$ cat src/rtl/manchester_pkg.sv
// Shared constants and FSM encoding for the Manchester-to-NRZ decoder.
package manchester_pkg;

    localparam int OVS_DEFAULT   = 8;
    localparam int EARLY_DEFAULT = 3 * OVS_DEFAULT / 4;
    localparam int LATE_DEFAULT  = 5 * OVS_DEFAULT / 4;

    typedef enum logic [2:0] {
        HUNT  = 3'b001,
        MID   = 3'b010,
        BOUND = 3'b100
    } state_t;

    // Oversampling must give four equal quarter-bit slots and room for jitter.
    function automatic logic legal_ovs(input int ovs);
        return ((ovs % 4) == 0) && (ovs >= 8);
    endfunction

endpackage

$ cat src/rtl/edge_sync.sv
// Two-flop synchronizer for the raw line plus a one-cycle transition detector.
module edge_sync (
    input  logic clock,
    input  logic reset,
    input  logic in,
    output logic level,
    output logic edge_s
);

    logic sync1_r;
    logic sync2_r;
    logic dly_r;

    // Metastability chain followed by the delayed copy used for edge detection.
    always_ff @(posedge clock or negedge reset) begin
        if (!reset) begin
            sync1_r <= 1'b0;
            sync2_r <= 1'b0;
            dly_r   <= 1'b0;
        end else begin
            sync1_r <= in;
            sync2_r <= sync1_r;
            dly_r   <= sync2_r;
        end
    end

    assign level  = sync2_r;
    assign edge_s = sync2_r ^ dly_r;

endmodule

$ cat src/rtl/manchester2nrz.sv
// Manchester line decoder: locks onto mid-bit transitions and emits NRZ bits
// with a one-cycle valid strobe, flagging loss of lock with an err strobe.
module manchester2nrz
    import manchester_pkg::*;
#(
    parameter int OVS   = OVS_DEFAULT,
    parameter int EARLY = 3 * OVS / 4,
    parameter int LATE  = 5 * OVS / 4
) (
    input  logic clock,
    input  logic reset,
    input  logic in,
    output logic out,
    output logic valid,
    output logic err,
    output logic locked
);

    localparam int CW = $clog2(2 * OVS);
    localparam int DW = CW + 1;
    localparam logic [CW-1:0] CNT_MAX  = CW'(2 * OVS - 1);
    localparam logic [CW-1:0] CNT_ZERO = {CW{1'b0}};
    localparam logic [CW-1:0] CNT_ONE  = CW'(1);
    localparam logic [DW-1:0] EARLY_C  = DW'(EARLY);
    localparam logic [DW-1:0] LATE_C   = DW'(LATE);

    if (!legal_ovs(OVS) || (EARLY < 1) || (EARLY > LATE) || (LATE >= 2 * OVS)) begin : g_bad_params
        $error("manchester2nrz: illegal OVS/EARLY/LATE combination");
    end

    logic          level_s;
    logic          edge_s;
    logic [DW-1:0] dist_s;
    logic          early_s;
    logic          in_win_s;
    logic          late_s;

    state_t        state_r;
    logic [CW-1:0] cnt_r;
    logic          out_r;
    logic          valid_r;
    logic          err_r;
    logic          locked_r;

    edge_sync u_edge_sync (
        .clock  (clock),
        .reset  (reset),
        .in     (in),
        .level  (level_s),
        .edge_s (edge_s)
    );

    // cnt holds cycles since the last edge minus one, so dist is the true edge spacing.
    always_comb begin
        dist_s   = {1'b0, cnt_r} + DW'(1);
        early_s  = (dist_s < EARLY_C);
        in_win_s = (dist_s >= EARLY_C) && (dist_s <= LATE_C);
        late_s   = (dist_s > LATE_C);
    end

    // Lock FSM with spacing counter and registered decode outputs.
    always_ff @(posedge clock or negedge reset) begin
        if (!reset) begin
            state_r  <= HUNT;
            cnt_r    <= CNT_ZERO;
            out_r    <= 1'b0;
            valid_r  <= 1'b0;
            err_r    <= 1'b0;
            locked_r <= 1'b0;
        end else begin
            valid_r <= 1'b0;
            err_r   <= 1'b0;
            if (cnt_r != CNT_MAX) begin
                cnt_r <= cnt_r + CNT_ONE;
            end
            case (state_r)
                HUNT: begin
                    if (edge_s) begin
                        cnt_r <= CNT_ZERO;
                        if (in_win_s) begin
                            state_r  <= MID;
                            locked_r <= 1'b1;
                            out_r    <= level_s;
                            valid_r  <= 1'b1;
                        end
                    end
                end
                MID, BOUND: begin
                    // A late edge and a timeout coincide at the same distance; both lose lock.
                    if (late_s) begin
                        state_r  <= HUNT;
                        locked_r <= 1'b0;
                        err_r    <= 1'b1;
                        cnt_r    <= CNT_ZERO;
                    end else if (edge_s) begin
                        if (!early_s) begin
                            state_r <= MID;
                            out_r   <= level_s;
                            valid_r <= 1'b1;
                            cnt_r   <= CNT_ZERO;
                        end else if (state_r == MID) begin
                            state_r <= BOUND;
                        end else begin
                            state_r  <= HUNT;
                            locked_r <= 1'b0;
                            err_r    <= 1'b1;
                            cnt_r    <= CNT_ZERO;
                        end
                    end
                end
                default: begin
                    state_r  <= HUNT;
                    locked_r <= 1'b0;
                    cnt_r    <= CNT_ZERO;
                end
            endcase
        end
    end

    assign out    = out_r;
    assign valid  = valid_r;
    assign err    = err_r;
    assign locked = locked_r;

endmodule

$ cat config.mk
export PLATFORM = sky130hd
export DESIGN_NAME = manchester2nrz
export DESIGN_NICKNAME = d
export VERILOG_FILES = /design/src/rtl/manchester_pkg.sv /design/src/rtl/edge_sync.sv /design/src/rtl/manchester2nrz.sv
export SDC_FILE = /design/constraint.sdc
export NUM_CORES = 1
export LEC_CHECK = 0
export ABC_AREA = 1
export ABC_CLOCK_PERIOD_IN_PS = 1900
export CAP_MARGIN = 0
export CORE_MARGIN = 4
export CORE_UTILIZATION = 35
export DETAILED_ROUTE_END_ITERATION = 8
export SYNTH_ARGS = -nofsm -noshare
export SYNTH_HDL_FRONTEND = slang
export SYNTH_SLANG_ARGS = --single-unit
$ cat constraint.sdc
create_clock -name clock -period 1.9 [get_ports clock]
set_input_delay 0.19 -clock clock [delete_from_list [all_inputs] [get_ports clock]]
set_output_delay 0.19 -clock clock [all_outputs]
set_load 0.05 [all_outputs]
==> flow_summary_export.csv <==
group,metric,value,unit
floorplanning,die_w,55.0,µm
global_route,grt_pass1_vias,576,
yosys,synth_flop_cell,"dfrtp_1",
worst_setup_path,critPathCaptureType,"flip-flop",
route,vias_per_cell,4.42,
status,status,"finished clean",
worst_setup_path,critPathKind,"flip-flop to flip-flop",
worst_setup_path,worstPathRequired,2.08,ns
global_route,grtUsageTotal,0.106,
placed_design,io_buffer_count,6,
clock_tree,cts_resized,0,
timing,holdWs,0.289,ns
yosys,synth_top_cell_area_share,0.421,
timing,worst_slew_pin_slew,0.618,ns
yosys,ys_types,21,
worst_setup_path,rr_startpoint,"cnt_r[1]$_DFF_PN0_",
yosys,yosysWarningCount,0,
global_route,antenna_found_initial,0,
yosys,synth_area_leaders,"dfrtp_1, nand2_1, nand2_2, inv_1, nand3_1",
clock_tree,cts_sinks,14,
worst_setup_path,setup.worst_path.start_class,"flip-flop",
yosys,yosysMostFrequentCell,"nand2_1",
route,dr.first_iter.drc_count,4,
job,maxCapViolCount,0,
finish,layout-area-overhead-vs-synth,17.8,%
worst_setup_path,crit_start,"cnt_r[1]$_DFF_PN0_",
finish,antenna_cells,0,
clock_tree,path_clk_slew,0.08,ns
clock_tree,numCtsBuffers,3,
global_route,grt_start_max_net_pins,15,
timing,achievable-frequency,596,MHz
clock_tree,cts_root_buffer,"clkbuf_4",
yosys,seq_area_frac_synth,0.455,
route,vias,583,
timing,rsz0062_at_grt,"false",
timing,hold_viol,0,
yosys,synth_area_leader_cell,"dfrtp_1",
clock_tree,cts-hold-fix-buffers,0,
timing,skew,0.00329,ns
timing,relSlewSlack,0.587,
global_route,grt-ovfl-total,0,
route,drtPass1Iterations,4,
yosys,syn_nets,99,
finish,drive_above_1_share,0.257,
global_route,top_usage_layer,"met2",
finish,nets,111,
floorplanning,start_util,0.382,
clock_tree,cts_tree,"done",
min_path,hold_path_class,"input port to asynchronous set/reset pin",
yosys,ys_ff_latch,14,
floorplanning,coreArea,0.00202,mm²
global_route,met2_usage,0.169,
route,drt.antenna.violating_nets,0,
clock_tree,clock_latency,0.28,ns
route,wire_per_inst,9.46,µm
finish,fin_util,0.450,
worst_setup_path,critPathMaxFanout,5,
yosys,syn_inst,94,
floorplanning,dieArea,0.00302,mm²
clock_tree,htreeDepth,1,
timing,finalMaxSlewViolations,0,
worst_setup_path,reg2reg_to,"locked$_DFFE_PN0P_",
power,finalPower,1.10,mW
timing,setup_viol,0,
floorplanning,rows,16,
timing,finalCritPeriodShare,0.884,
timing,setup_tns,0,ns
timing,fin_crit,1.68,ns
yosys,synth_edf_count,0,
yosys,syn-cell-area,772,µm²
yosys,synth-async-reset-ratio,1.00,
worst_setup_path,critPathArrivalTime,1.86,ns
route,totalWireLength,1250,µm
placed_design,place_ws,0.217,ns
yosys,synth.avg_cell_area,8.21,µm²
floorplanning,io_pins,7,
power,p_per_area,1210,mW/mm²
timing,fin_ws,0.221,ns
worst_setup_path,reg2reg_slack,0.22,ns
clock_tree,cts_setup_buffers,0,
worst_setup_path,rr_worst_depth,11,
route,drc,0,
floorplanning,die_h,55.0,µm
global_route,grt.met3_usage,0.0214,
global_route,grt_pass1_wl,2250,µm
placed_design,dp_hpwl,997,µm
global_route,grtUsageMet1,0.128,
placed_design,gp_congestion,0.762,
power,ir_worst_vdd,0.000647,V
clock_tree,cts.path.max_buffers,2,
power,p_leak,0.478,nW
yosys,synth.cells.most_frequent,"nand2_1, dfrtp_1, inv_1",
==> worst max-delay path by stage <==
| stage | cells past startpoint | slack (ns) | to |
|---|---|---|---|
| 4_1_cts | 13 | 0.21 | locked$_DFFE_PN0P_ |
| 2_1_floorplan | 13 | 0.28 | locked$_DFFE_PN0P_ |
| 3_3_place_gp | 13 | 0.26 | state_r[1]$_DFFE_PN0P_ |
| 6_report | 11 | 0.22 | locked$_DFFE_PN0P_ |
| 3_5_place_dp | 13 | 0.22 | locked$_DFFE_PN0P_ |
| 5_1_grt | 13 | 0.05 | state_r[2]$_DFFE_PN0P_ |
==> flip-flops by register name, indices dropped and copies added, names as in the netlist <==
register,cells
u_edge_sync.sync1_r,1
cnt_r,4
locked,1
err,1
u_edge_sync.level,1
valid,1
out,1
state_r,3
u_edge_sync.dly_r,1
==> power by group <==
| part | internal (mW) | switching [mW] | leakage [nW] |
|---|---|---|---|
| sequential | 0.365 | 0.0438 | 0.183 |
| clock | 0.117 | 0.0959 | 0.0210 |
| combinational | 0.174 | 0.308 | 0.275 |
| total | 0.655 | 0.447 | 0.478 |
==> layer usage <==
metal | up-vias | wire length, µm | share of wire
met4 | 0 | 29 | 0.023
met1 | 258 | 597 | 0.48
met5 | - | 0 | 0
li1 | 313 | - | -
met2 | 8 | 565 | 0.45
met3 | 4 | 57 | 0.046
==> cell type report <==
type / instances / area [µm²]
Tap cell: 27 / 33.8
Inverter: 16 / 60.1
Multi-Input combinational cell: 64 / 360
Sequential cell: 14 / 352
Clock buffer: 4 / 36.3
Timing Repair Buffer: 7 / 67.6
Fill cell: 197 / 1110
==> logic make-up (layout without fill, tap and decap cells) <==
logic type,count (synthesis),count (layout),synth area share
XOR/XNOR,2,2,0.0227
flip-flops,14,14,0.455
AO/OA/AOI/OAI,5,5,0.0373
AND/OR/NAND/NOR,55,55,0.374
adder cells (fa/ha/maj),2,2,0.0324
buffers and inverters,16,27,0.0778
==> critical path, cell delays in order, from the launching register on <==
cell and delay (ns):
dfrtp_1 0.43, ha_1 0.24, inv_1 0.06, nand2_1 0.07
nand2_2 0.07, nand2_2 0.07, nand2_2 0.09, a21oi_1 0.08
o21ai_0 0.25, nand3_1 0.11, nand2_1 0.06, nand2_1 0.05
==> per-stage QoR <==
stage	area, µm²	cells
CTS	910	132
floorplan	772	94
global route	910	132
global placement	873	128
detailed placement	873	128
finish	910	132
==> cells in the final DEF, fill, tap and decap left out <==
master,count
nand2_1,23
dfrtp_1,13
inv_1,11
nand2_2,9
nand3_1,6
clkdlybuf4s50_1,6
inv_2,5
nor2_1,5
nand4_1,3
clkbuf_4,3
xnor2_1,2
nand3_2,2
nor2_2,2
o21ai_0,2
a21oi_1,2
ha_1,2
nor3_1,1
nand2_4,1
or2_1,1
nand3_4,1
o21ai_2,1
and2_1,1
clkbuf_8,1
buf_4,1
dfstp_2,1
Power figures use the tool's default switching activity.
